`config.mk`:
```
export PLATFORM = sky130hd
export DESIGN_NAME = maquina_monitor
export DESIGN_NICKNAME = d
export VERILOG_FILES = /design/src/rtl/maquina_pkg.sv /design/src/rtl/maquina_wdog.sv /design/src/rtl/maquina_monitor.sv
export SDC_FILE = /design/constraint.sdc
export NUM_CORES = 1
export LEC_CHECK = 0
export ABC_AREA = 1
export CAP_MARGIN = 25
export CORE_AREA = 3 3 63 65
export DETAILED_ROUTE_END_ITERATION = 7
export DIE_AREA = 0 0 66 68
export PLACE_DENSITY = 0.73
export SLEW_MARGIN = 20
export SYNTH_ARGS = -nofsm -noshare
export SYNTH_HDL_FRONTEND = slang
export SYNTH_SLANG_ARGS = --single-unit
```
`constraint.sdc`:
```
create_clock -name clk -period 1.75 [get_ports clk]
set_clock_uncertainty 0.2 [all_clocks]
set_input_delay 0.35 -clock clk [delete_from_list [all_inputs] [get_ports clk]]
set_output_delay 0.35 -clock clk [all_outputs]
set_load 0.01 [all_outputs]
```
`src/rtl/maquina_pkg.sv`:
```
// rtl/maquina_pkg.sv - shared state encoding, error codes and monitor mode for the coffee machine
// Purpose: single source of truth for the controller state encoding (also used by
//          maquina_maluca), the 3-bit monitor error codes and the monitor mode FSM.
// Ports:   none (package).
package maquina_pkg;

  localparam logic [3:0] ST_IDLE                = 4'd1;
  localparam logic [3:0] ST_LIGAR_MAQUINA       = 4'd2;
  localparam logic [3:0] ST_VERIFICAR_AGUA      = 4'd3;
  localparam logic [3:0] ST_ENCHER_RESERVATORIO = 4'd4;
  localparam logic [3:0] ST_MOER_CAFE           = 4'd5;
  localparam logic [3:0] ST_COLOCAR_NO_FILTRO   = 4'd6;
  localparam logic [3:0] ST_PASSAR_AGITADOR     = 4'd7;
  localparam logic [3:0] ST_TAMPEAR             = 4'd8;
  localparam logic [3:0] ST_REALIZAR_EXTRACAO   = 4'd9;

  localparam logic [2:0] ERR_NONE     = 3'd0;
  localparam logic [2:0] ERR_ILLEGAL  = 3'd1;
  localparam logic [2:0] ERR_ENCODING = 3'd2;
  localparam logic [2:0] ERR_REFILL   = 3'd3;
  localparam logic [2:0] ERR_WATCHDOG = 3'd4;
  localparam logic [2:0] ERR_NO_START = 3'd5;

  typedef enum logic [1:0] {
    MON_IDLE   = 2'd0,
    MON_ACTIVE = 2'd1,
    MON_ERROR  = 2'd2
  } mon_mode_t;

  function automatic logic state_valid(input logic [3:0] s);
    return (s >= ST_IDLE) && (s <= ST_REALIZAR_EXTRACAO);
  endfunction

  // Structural legality only; the start qualification of IDLE->LIGAR is checked separately.
  function automatic logic step_legal(input logic [3:0] prev, input logic [3:0] cur);
    logic ok;
    ok = 1'b0;
    if (prev == cur) begin
      ok = 1'b1;
    end else begin
      case (prev)
        ST_IDLE:                ok = (cur == ST_LIGAR_MAQUINA);
        ST_LIGAR_MAQUINA:       ok = (cur == ST_VERIFICAR_AGUA);
        ST_VERIFICAR_AGUA:      ok = (cur == ST_ENCHER_RESERVATORIO) || (cur == ST_MOER_CAFE);
        ST_ENCHER_RESERVATORIO: ok = (cur == ST_VERIFICAR_AGUA);
        ST_MOER_CAFE:           ok = (cur == ST_COLOCAR_NO_FILTRO);
        ST_COLOCAR_NO_FILTRO:   ok = (cur == ST_PASSAR_AGITADOR);
        ST_PASSAR_AGITADOR:     ok = (cur == ST_TAMPEAR);
        ST_TAMPEAR:             ok = (cur == ST_REALIZAR_EXTRACAO);
        ST_REALIZAR_EXTRACAO:   ok = (cur == ST_IDLE);
        default:                ok = 1'b0;
      endcase
    end
    return ok;
  endfunction

endpackage

```
`src/rtl/maquina_wdog.sv`:
```
// rtl/maquina_wdog.sv - dwell counter flagging a non-IDLE state held too long
// Purpose: counts consecutive samples spent in the same non-IDLE state; timeout is
//          high on the sample whose dwell count reaches WDOG_MAX+1.
// Ports:   clk, rst (sync active-high), state (current sample), prev_state/prev_valid
//          (previous sample and whether it exists), timeout (combinational, same sample).
module maquina_wdog
  import maquina_pkg::*;
#(
  parameter int WDOG_MAX = 16
) (
  input  logic       clk,
  input  logic       rst,
  input  logic [3:0] state,
  input  logic [3:0] prev_state,
  input  logic       prev_valid,
  output logic       timeout
);

  localparam int LIMIT = WDOG_MAX + 1;
  localparam int DW    = $clog2(LIMIT + 1);

  logic [DW-1:0] dwell;
  logic [DW-1:0] dwell_next;

  // The count includes the current sample, so entering a state starts at 1.
  always_comb begin
    dwell_next = dwell;
    if (state == ST_IDLE) begin
      dwell_next = '0;
    end else if (!prev_valid || (state != prev_state)) begin
      dwell_next = DW'(1);
    end else if (dwell != DW'(LIMIT)) begin
      dwell_next = dwell + 1'b1;
    end
  end

  always_ff @(posedge clk) begin
    if (rst) begin
      dwell <= '0;
    end else begin
      dwell <= dwell_next;
    end
  end

  assign timeout = (dwell_next == DW'(LIMIT));

endmodule

```
`src/rtl/maquina_monitor.sv`:
```
// rtl/maquina_monitor.sv - passive checker of the coffee machine state/start stream
// Purpose: validates each sampled controller transition, counts brews and refill loops,
//          and latches the first violation as a sticky error code.
// Optional: MAQUINA_MONITOR_WDOG_EN builds the maquina_wdog dwell watchdog (code 4).
// Ports:   clk, rst (sync active-high), start (controller start request),
//          state (controller state), busy (last sample not IDLE), done (brew-complete pulse),
//          err/err_code (sticky first violation), brew_count (saturating),
//          last_refills (refill loops of the latest completed brew).
module maquina_monitor
  import maquina_pkg::*;
#(
  parameter int CNT_W       = 8,
  parameter int MAX_REFILLS = 4,
  parameter int WDOG_MAX    = 16
) (
  input  logic             clk,
  input  logic             rst,
  input  logic             start,
  input  logic [3:0]       state,
  output logic             busy,
  output logic             done,
  output logic             err,
  output logic [2:0]       err_code,
  output logic [CNT_W-1:0] brew_count,
  output logic [3:0]       last_refills
);

  logic [3:0] prev_state;
  logic       start_q;
  logic       prev_valid;
  logic [3:0] refill_cnt;
  mon_mode_t  mode;
  mon_mode_t  mode_next;

  logic       wdog_timeout;
  logic       idle_to_ligar;
  logic       refill_step;
  logic       brew_end;
  logic [4:0] refill_inc;
  logic [2:0] viol_code;
  logic       viol;

`ifdef MAQUINA_MONITOR_WDOG_EN
  maquina_wdog #(
    .WDOG_MAX(WDOG_MAX)
  ) u_wdog (
    .clk       (clk),
    .rst       (rst),
    .state     (state),
    .prev_state(prev_state),
    .prev_valid(prev_valid),
    .timeout   (wdog_timeout)
  );
`else
  // No dwell counter: the watchdog can never fire (WDOG_MAX is never negative).
  assign wdog_timeout = (WDOG_MAX < 0);
`endif

  // Violation detection; the if/else chain encodes the error-code priority.
  always_comb begin
    idle_to_ligar = 1'b0;
    refill_step   = 1'b0;
    brew_end      = 1'b0;
    viol_code     = ERR_NONE;
    refill_inc    = {1'b0, refill_cnt} + 5'd1;

    if (prev_valid) begin
      idle_to_ligar = (prev_state == ST_IDLE) && (state == ST_LIGAR_MAQUINA);
      refill_step   = (prev_state == ST_VERIFICAR_AGUA) && (state == ST_ENCHER_RESERVATORIO);
      brew_end      = (prev_state == ST_REALIZAR_EXTRACAO) && (state == ST_IDLE);
    end

    if (!state_valid(state)) begin
      viol_code = ERR_ENCODING;
    end else if (idle_to_ligar && !start_q) begin
      viol_code = ERR_NO_START;
    end else if (prev_valid && !step_legal(prev_state, state)) begin
      viol_code = ERR_ILLEGAL;
    end else if (refill_step && (refill_inc > 5'(MAX_REFILLS))) begin
      viol_code = ERR_REFILL;
    end else if (wdog_timeout) begin
      viol_code = ERR_WATCHDOG;
    end

    viol = (viol_code != ERR_NONE);
  end

  always_comb begin
    mode_next = mode;
    case (mode)
      MON_IDLE: begin
        if (viol)               mode_next = MON_ERROR;
        else if (idle_to_ligar) mode_next = MON_ACTIVE;
      end
      MON_ACTIVE: begin
        if (viol)          mode_next = MON_ERROR;
        else if (brew_end) mode_next = MON_IDLE;
      end
      MON_ERROR: mode_next = MON_ERROR;
      default:   mode_next = MON_IDLE;
    endcase
  end

  always_ff @(posedge clk) begin
    if (rst) begin
      mode <= MON_IDLE;
    end else begin
      mode <= mode_next;
    end
  end

  always_ff @(posedge clk) begin
    if (rst) begin
      prev_state   <= ST_IDLE;
      start_q      <= 1'b0;
      prev_valid   <= 1'b0;
      refill_cnt   <= '0;
      busy         <= 1'b0;
      done         <= 1'b0;
      err          <= 1'b0;
      err_code     <= ERR_NONE;
      brew_count   <= '0;
      last_refills <= '0;
    end else begin
      prev_state <= state;
      start_q    <= start;
      prev_valid <= 1'b1;
      busy       <= (state != ST_IDLE);
      done       <= 1'b0;

      if (idle_to_ligar) begin
        refill_cnt <= '0;
      end else if (refill_step && (viol_code != ERR_REFILL)) begin
        refill_cnt <= refill_inc[3:0];
      end

      // Once in MON_ERROR the first code is kept and brew bookkeeping freezes.
      if (mode != MON_ERROR) begin
        if (viol) begin
          err      <= 1'b1;
          err_code <= viol_code;
        end else if (brew_end) begin
          done         <= 1'b1;
          last_refills <= refill_cnt;
          if (brew_count != {CNT_W{1'b1}}) begin
            brew_count <= brew_count + 1'b1;
          end
        end
      end
    end
  end

endmodule

```
# After elaboration in Yosys (flattened, before gate mapping)
# Cells that the tools add are included.
# word_totals
ff_bits,30
in_bits,7
out_inout_bits,18
wordCells,83
# classes
n_addsub,2
order_cmp,3
n_eq_ne,27
muxes,18
bitwise,2
n_reduce_logical,20
# op_table
cell,n
4-bit by 3-bit == test with 1-bit output (second input constant),8
4-bit by 2-bit == test with 1-bit output (second input constant),4
4-bit == test (second input constant),4
2-bit 2-to-1 mux,6
8-bit by 1-bit adder with 8-bit output (second input constant),1
4-bit by 1-bit == test with 1-bit output (second input constant),2
1-bit logical AND,8
1-bit 2-to-1 mux,8
8-bit inequality test (second input constant),1
1-bit one-hot mux with 8 select lines,1
3-bit 2-to-1 mux,2
3-bit inequality test (second input constant),2
2-bit one-hot mux with 3 select lines,1
4-bit by 1-bit adder with 5-bit output (second input constant),1
5-bit by 3-bit > comparator with 1-bit output (second input constant),1
4-bit == test,1
4-bit by 1-bit greater-or-equal comparator with 1-bit output (second input constant),1
4-bit <= comparator (second input constant),1
4-bit by 1-bit inequality test with 1-bit output (second input constant),1
2-bit AND reduction,2
4-bit AND reduction,1
2-bit OR reduction,2
3-bit by 2-bit inequality test with 1-bit output (second input constant),1
3-bit AND reduction,1
other kinds (9),11

# Logic depth before layout (Yosys ltp)
# logic_depth
word_depth,14
mapped_depth,14
ltp_nobuf,13

# Worst setup path before layout
# OpenSTA, ideal clock, no wires.
# synth_path
kind,reg-to-reg
from,register refill_cnt[0]
to,register err
setup_ns,0.128
arrival_ns,1.500
t_required_ns,1.422
slack_ns,-0.078
stages_incl_launch_ff,14
path_buffers,0
synth_period_minus_slack_ns,1.828
path_cell_list,dfxtp_1 ha_1 inv_1 nand2_1 nand3b_1 nand2_1 nor2_1 nor2_4 nor2_2 nand3_4 nand2_4 inv_2 nor2_2 nor2_2
# synth_between
elab_chain_len,9
# synth_rtl
element,line,rtl
start: declaration,maquina_monitor.sv:31,logic [3:0] refill_cnt;
start signal: assignment,maquina_monitor.sv:134,refill_cnt <= refill_inc[3:0];
4-bit by 1-bit adder with 5-bit output,maquina_monitor.sv:65,"refill_inc = {1'b0, refill_cnt} + 5'd1;"
5-bit by 3-bit > comparator with 1-bit output,maquina_monitor.sv:79,end else if (refill_step && (refill_inc > 5'(MAX_REFILLS))) begin
1-bit logical AND,maquina_monitor.sv:79,
2-bit 2-to-1 mux,maquina_monitor.sv:79,
2-bit 2-to-1 mux,maquina_monitor.sv:77,"end else if (prev_valid && !step_legal(prev_state, state)) begin"
3-bit 2-to-1 mux,maquina_monitor.sv:75,end else if (idle_to_ligar && !start_q) begin
3-bit 2-to-1 mux,maquina_monitor.sv:73,if (!state_valid(state)) begin
3-bit nonzero test,maquina_monitor.sv:85,viol = (viol_code != ERR_NONE);
2-bit AND reduction (no source line),-,
end signal: assignment,maquina_monitor.sv:120,err <= 1'b0;
end signal: assignment,maquina_monitor.sv:140,err <= 1'b1;
end: declaration,maquina_monitor.sv:22,"output logic err,"
# No other way between the ends.
# A chain may end at the register's enable or synchronous reset.

# Worst setup path after layout
# layout_path
from,register refill_cnt[1]
to,register refill_cnt[0]
# layout_between
elab_chain_len,9
# layout_rtl
element,line,rtl
4-bit by 1-bit adder with 5-bit output,maquina_monitor.sv:65,
5-bit by 3-bit > comparator with 1-bit output,maquina_monitor.sv:79,
1-bit logical AND,maquina_monitor.sv:79,
2-bit 2-to-1 mux,maquina_monitor.sv:79,
2-bit 2-to-1 mux,maquina_monitor.sv:77,
3-bit 2-to-1 mux,maquina_monitor.sv:75,
3-bit 2-to-1 mux,maquina_monitor.sv:73,
3-bit by 2-bit inequality test with 1-bit output,maquina_monitor.sv:133,end else if (refill_step && (viol_code != ERR_REFILL)) begin
1-bit logical AND,maquina_monitor.sv:133,
# No other way between the ends.

==> results.md <==
- Status: finished, violations left
- Failing checks: setup timing
- Pwr Total: between 1500 and 2000 uW
- FF+latch count, synth: 30
- Number of fill cells: 250
- Routed vias/inst: 4.98
- PortBufs: 24
- Seq pwr share: 47.1%
- Synth Area per Inst: roughly 7.1 um2
- Routability cong.: a little under 0.9
- Post-synth top area share: a little under two fifths
- Clk slew on worst S/H paths: 0.10 ns
- RSZ-0062 raised after global routing: true
- Power Density: between 600 and 700 nW/um2
- Relative slew slack: 72.4%
- First-pass DRT Iterations: 4
- Cell-internal power: 1130 uW
- Combinational Power Share: between 10% and 20%
- Final Hold Viols: 0
- # diodes: 0
- Mapped Area: 1630 um2
- Slew @ Worst Pin: 0.411 ns
- Area grow syn2layout: 52.8%
- Most frequent cell after synthesis: nand2_1
- Synthesized Nets: 240
- Gr usage total: a little under a fifth
- CTS buffer count: 5
- CP endpoint kind: flop
- Most used cell, CP: nand2_2
- Nets: ~300
- Syn Inst Count: 230
- CP top delay family: simple AND/OR/NAND/NOR gates
- Largest net degree at the start of global routing: 17
- Kind of critical path: flop to flop
- H-tree depth: 2
- Asr flop ratio synth: 0%
- Routed Antenna Nets: 0
- Synth top cells by count: nand2_1 (49), nor2_1 (37), dfxtp_1 (30)
- FF/Latch Area: approximately 620 um2
- Initial core utilization: ~48%
- Share of cells above drive strength 1: a little over two fifths
- Total vias in the final route: roughly 1,700
- Overflow after GRT: 0
- Final setup viols: 5
- CTS tree: yes
- DP HPWL: between 2000 and 3000 um
- Critical Path Max Stage Delay: between 0.3 and 0.4 ns
- First-pass GRT wire length: 6310 um
- CTS root buf: clkbuf_4
- Multi-input gate area: between 1000 and 1500 um2
- DP Worst Slack: -0.559 ns
- Post-Route WL: between 4000 and 5000 um
- Wire length per cell: 12.6 um
- CP Cell Sequence: ha_4 > inv_2 > nand2_2 > nand3b_1 > nand2_2 > nor2_4 > buf_6 > nand4_1 > or2_1 > a21oi_2
- Clock Latency Late Sink: 0.34 ns
- Post-synth cell types: 30
- Tmin final: about 1.8 ns
- Synth top area cells: dfxtp_1 (37%), nand2_1 (11%), nor2_1 (8.5%), inv_1 (3.9%), a21oi_1 (3.7%)
- Min-delay worst type: flop to flop
- Row count: 21
- Die W: 66 um
- NetSw: 399 uW
- DR DRC count: 0
- Post-synth EDFFs: 0
- Clock Power Share: a little under two fifths
- I/O Pins: 25
- Die area: approximately 4500 um2
- Clk sinks: 30
- Sw Share: around a quarter
- Seq/Total Area, Yosys: between 30% and 40%
- Static Leakage: 0.00109 uW
- Fin worst setup slack: -0.0599 ns
- CP Max Fanout: 3
- Warning count from the yosys run: 0
- Clk buf depth: 2
- Die Ht: approximately 68 um
- Buf+Inv Stages, Crit Path: 2
- Core Area: ~3400 um2
- Synth Flop Type: dfxtp_1
- Max rail drop VDD: 0.000753 V
- Vias in the first global route: between 1,000 and 1,500
- CP max stage cell: dfxtp_4
- Max Slew Vio Count: 0
- Post-synth top area cell: dfxtp_1
- Req. time, crit path: 1.83 ns
- 1st-iter DRT viols: 100
- Max Freq: around 0.55 GHz
- Data arrival, critical path: 1.89 ns
- Startpoint Class: flop
- Period utilization: 103%
- MaxCap Viol Count: 0
- Initial antenna violation count: 0
-- state kept, by name, indices dropped and copies added, names as in the netlist --
name / count
err_code: 3
brew_count: 8
refill_cnt: 4
start_q: 1
done: 1
busy: 1
prev_valid: 1
mode: 2
last_refills: 4
prev_state: 4
err: 1
-- path summary, 6_finish.rpt --
check | start | end | slack (ns) | depth (start not counted)
setup / recovery | refill_cnt[1]$_SDFFE_PP0P_ | refill_cnt[0]$_SDFFE_PP0P_ | -0.06 | 10
hold / removal | err_code[0]$_SDFFE_PP0P_ | err_code[0]$_SDFFE_PP0P_ | 0.28 | 2
setup reg to reg | refill_cnt[1]$_SDFFE_PP0P_ | refill_cnt[0]$_SDFFE_PP0P_ | -0.06 | 10
hold reg to reg | err_code[0]$_SDFFE_PP0P_ | err_code[0]$_SDFFE_PP0P_ | 0.28 | 2
-- per-stage QoR --
stage,TNS (ns),utilization [%],std cells,hold WS [ns],area (um2)
3_5_place_dp,-10.60,62.5,323,0.264,2120
6_report,-0.147,73.6,338,0.277,2490
2_1_floorplan,0,-,230,0.247,1640
4_1_cts,-0.170,66.8,334,0.277,2260
3_3_place_gp,-10.84,62.5,323,0.254,2120
5_1_grt,-1.08,73.6,338,0.303,2490
-- timing repair --
action,in CTS,in global routing
setup endpoints to repair,39,19
hold buffers,0,0
hold endpoints to repair,0,0
resized for setup,40,57
pin swaps,10,21
setup buffers,4,4
-- cells in the final DEF, fill, tap and decap left out, types with 3 or more instances in the layout --
cell type	netlist	layout
dfxtp_4	0	3
nor2_2	9	7
nand2_2	4	12
a21oi_2	2	7
buf_6	1	6
dfxtp_1	30	20
clkbuf_4	0	5
nand3_1	12	9
nor2_1	37	29
inv_1	17	15
nand4_1	3	3
nand3_2	1	4
nor3_2	5	7
nand2_1	49	40
a21oi_1	12	7
o21ai_0	10	9
dfxtp_2	0	7
dlygate4sd2_1	0	21
nor3_1	8	5
nor2_4	4	14
inv_2	6	6
buf_4	0	29
-- worst reg2reg max path: cells and delay by family, from the launching register on --
| family | cells | cell delay (ns) |
|---|---|---|
| adders and majority gates | 1 | 0.16 |
| AOI/OAI and AO/OA | 1 | 0.12 |
| DFF | 1 | 0.37 |
| and+or+nand+nor | 6 | 0.75 |
| buffers and inverters | 2 | 0.16 |
-- per-layer routing --
metal,vias to the layer above,GRT usage (%),routed length [um]
li1,866,-,-
met1,783,22.6,1870
met2,28,31.3,2120
met3,6,4.93,183
met4,0,6.09,68
met5,-,0,0
-- cell type report --
| class | count | area share [%] |
|---|---|---|
| Tap cell | 46 | 2.31 |
| Multi-Input combinational cell | 171 | 45.0 |
| Inverter | 25 | 4.46 |
| Sequential cell | 30 | 24.9 |
| Clock inverter | 1 | 1.20 |
| Clock buffer | 6 | 2.06 |
| Timing Repair Buffer | 59 | 20.1 |
-- cells by family (layout without fill, tap and decap cells) --
family,Yosys count,count (layout),share of synthesized area (%)
AOI/OAI and AO/OA,27,27,9.20
buffers and inverters,29,91,7.74
DFF,30,30,36.8
and+or+nand+nor,141,141,44.0
adders and majority gates,3,3,2.30
-- power by group through the flow --
stage                     Combinational (uW)  Sequential, uW  Clock (uW)
after floorplan                          118             738           0
after global placement                   201             735           0
after detailed placement                 203             735           0
after CTS                                205             718         594
after global routing                     255             724         622
final                                    233             721         575
Note: power is estimated with default switching activity, not from simulation.
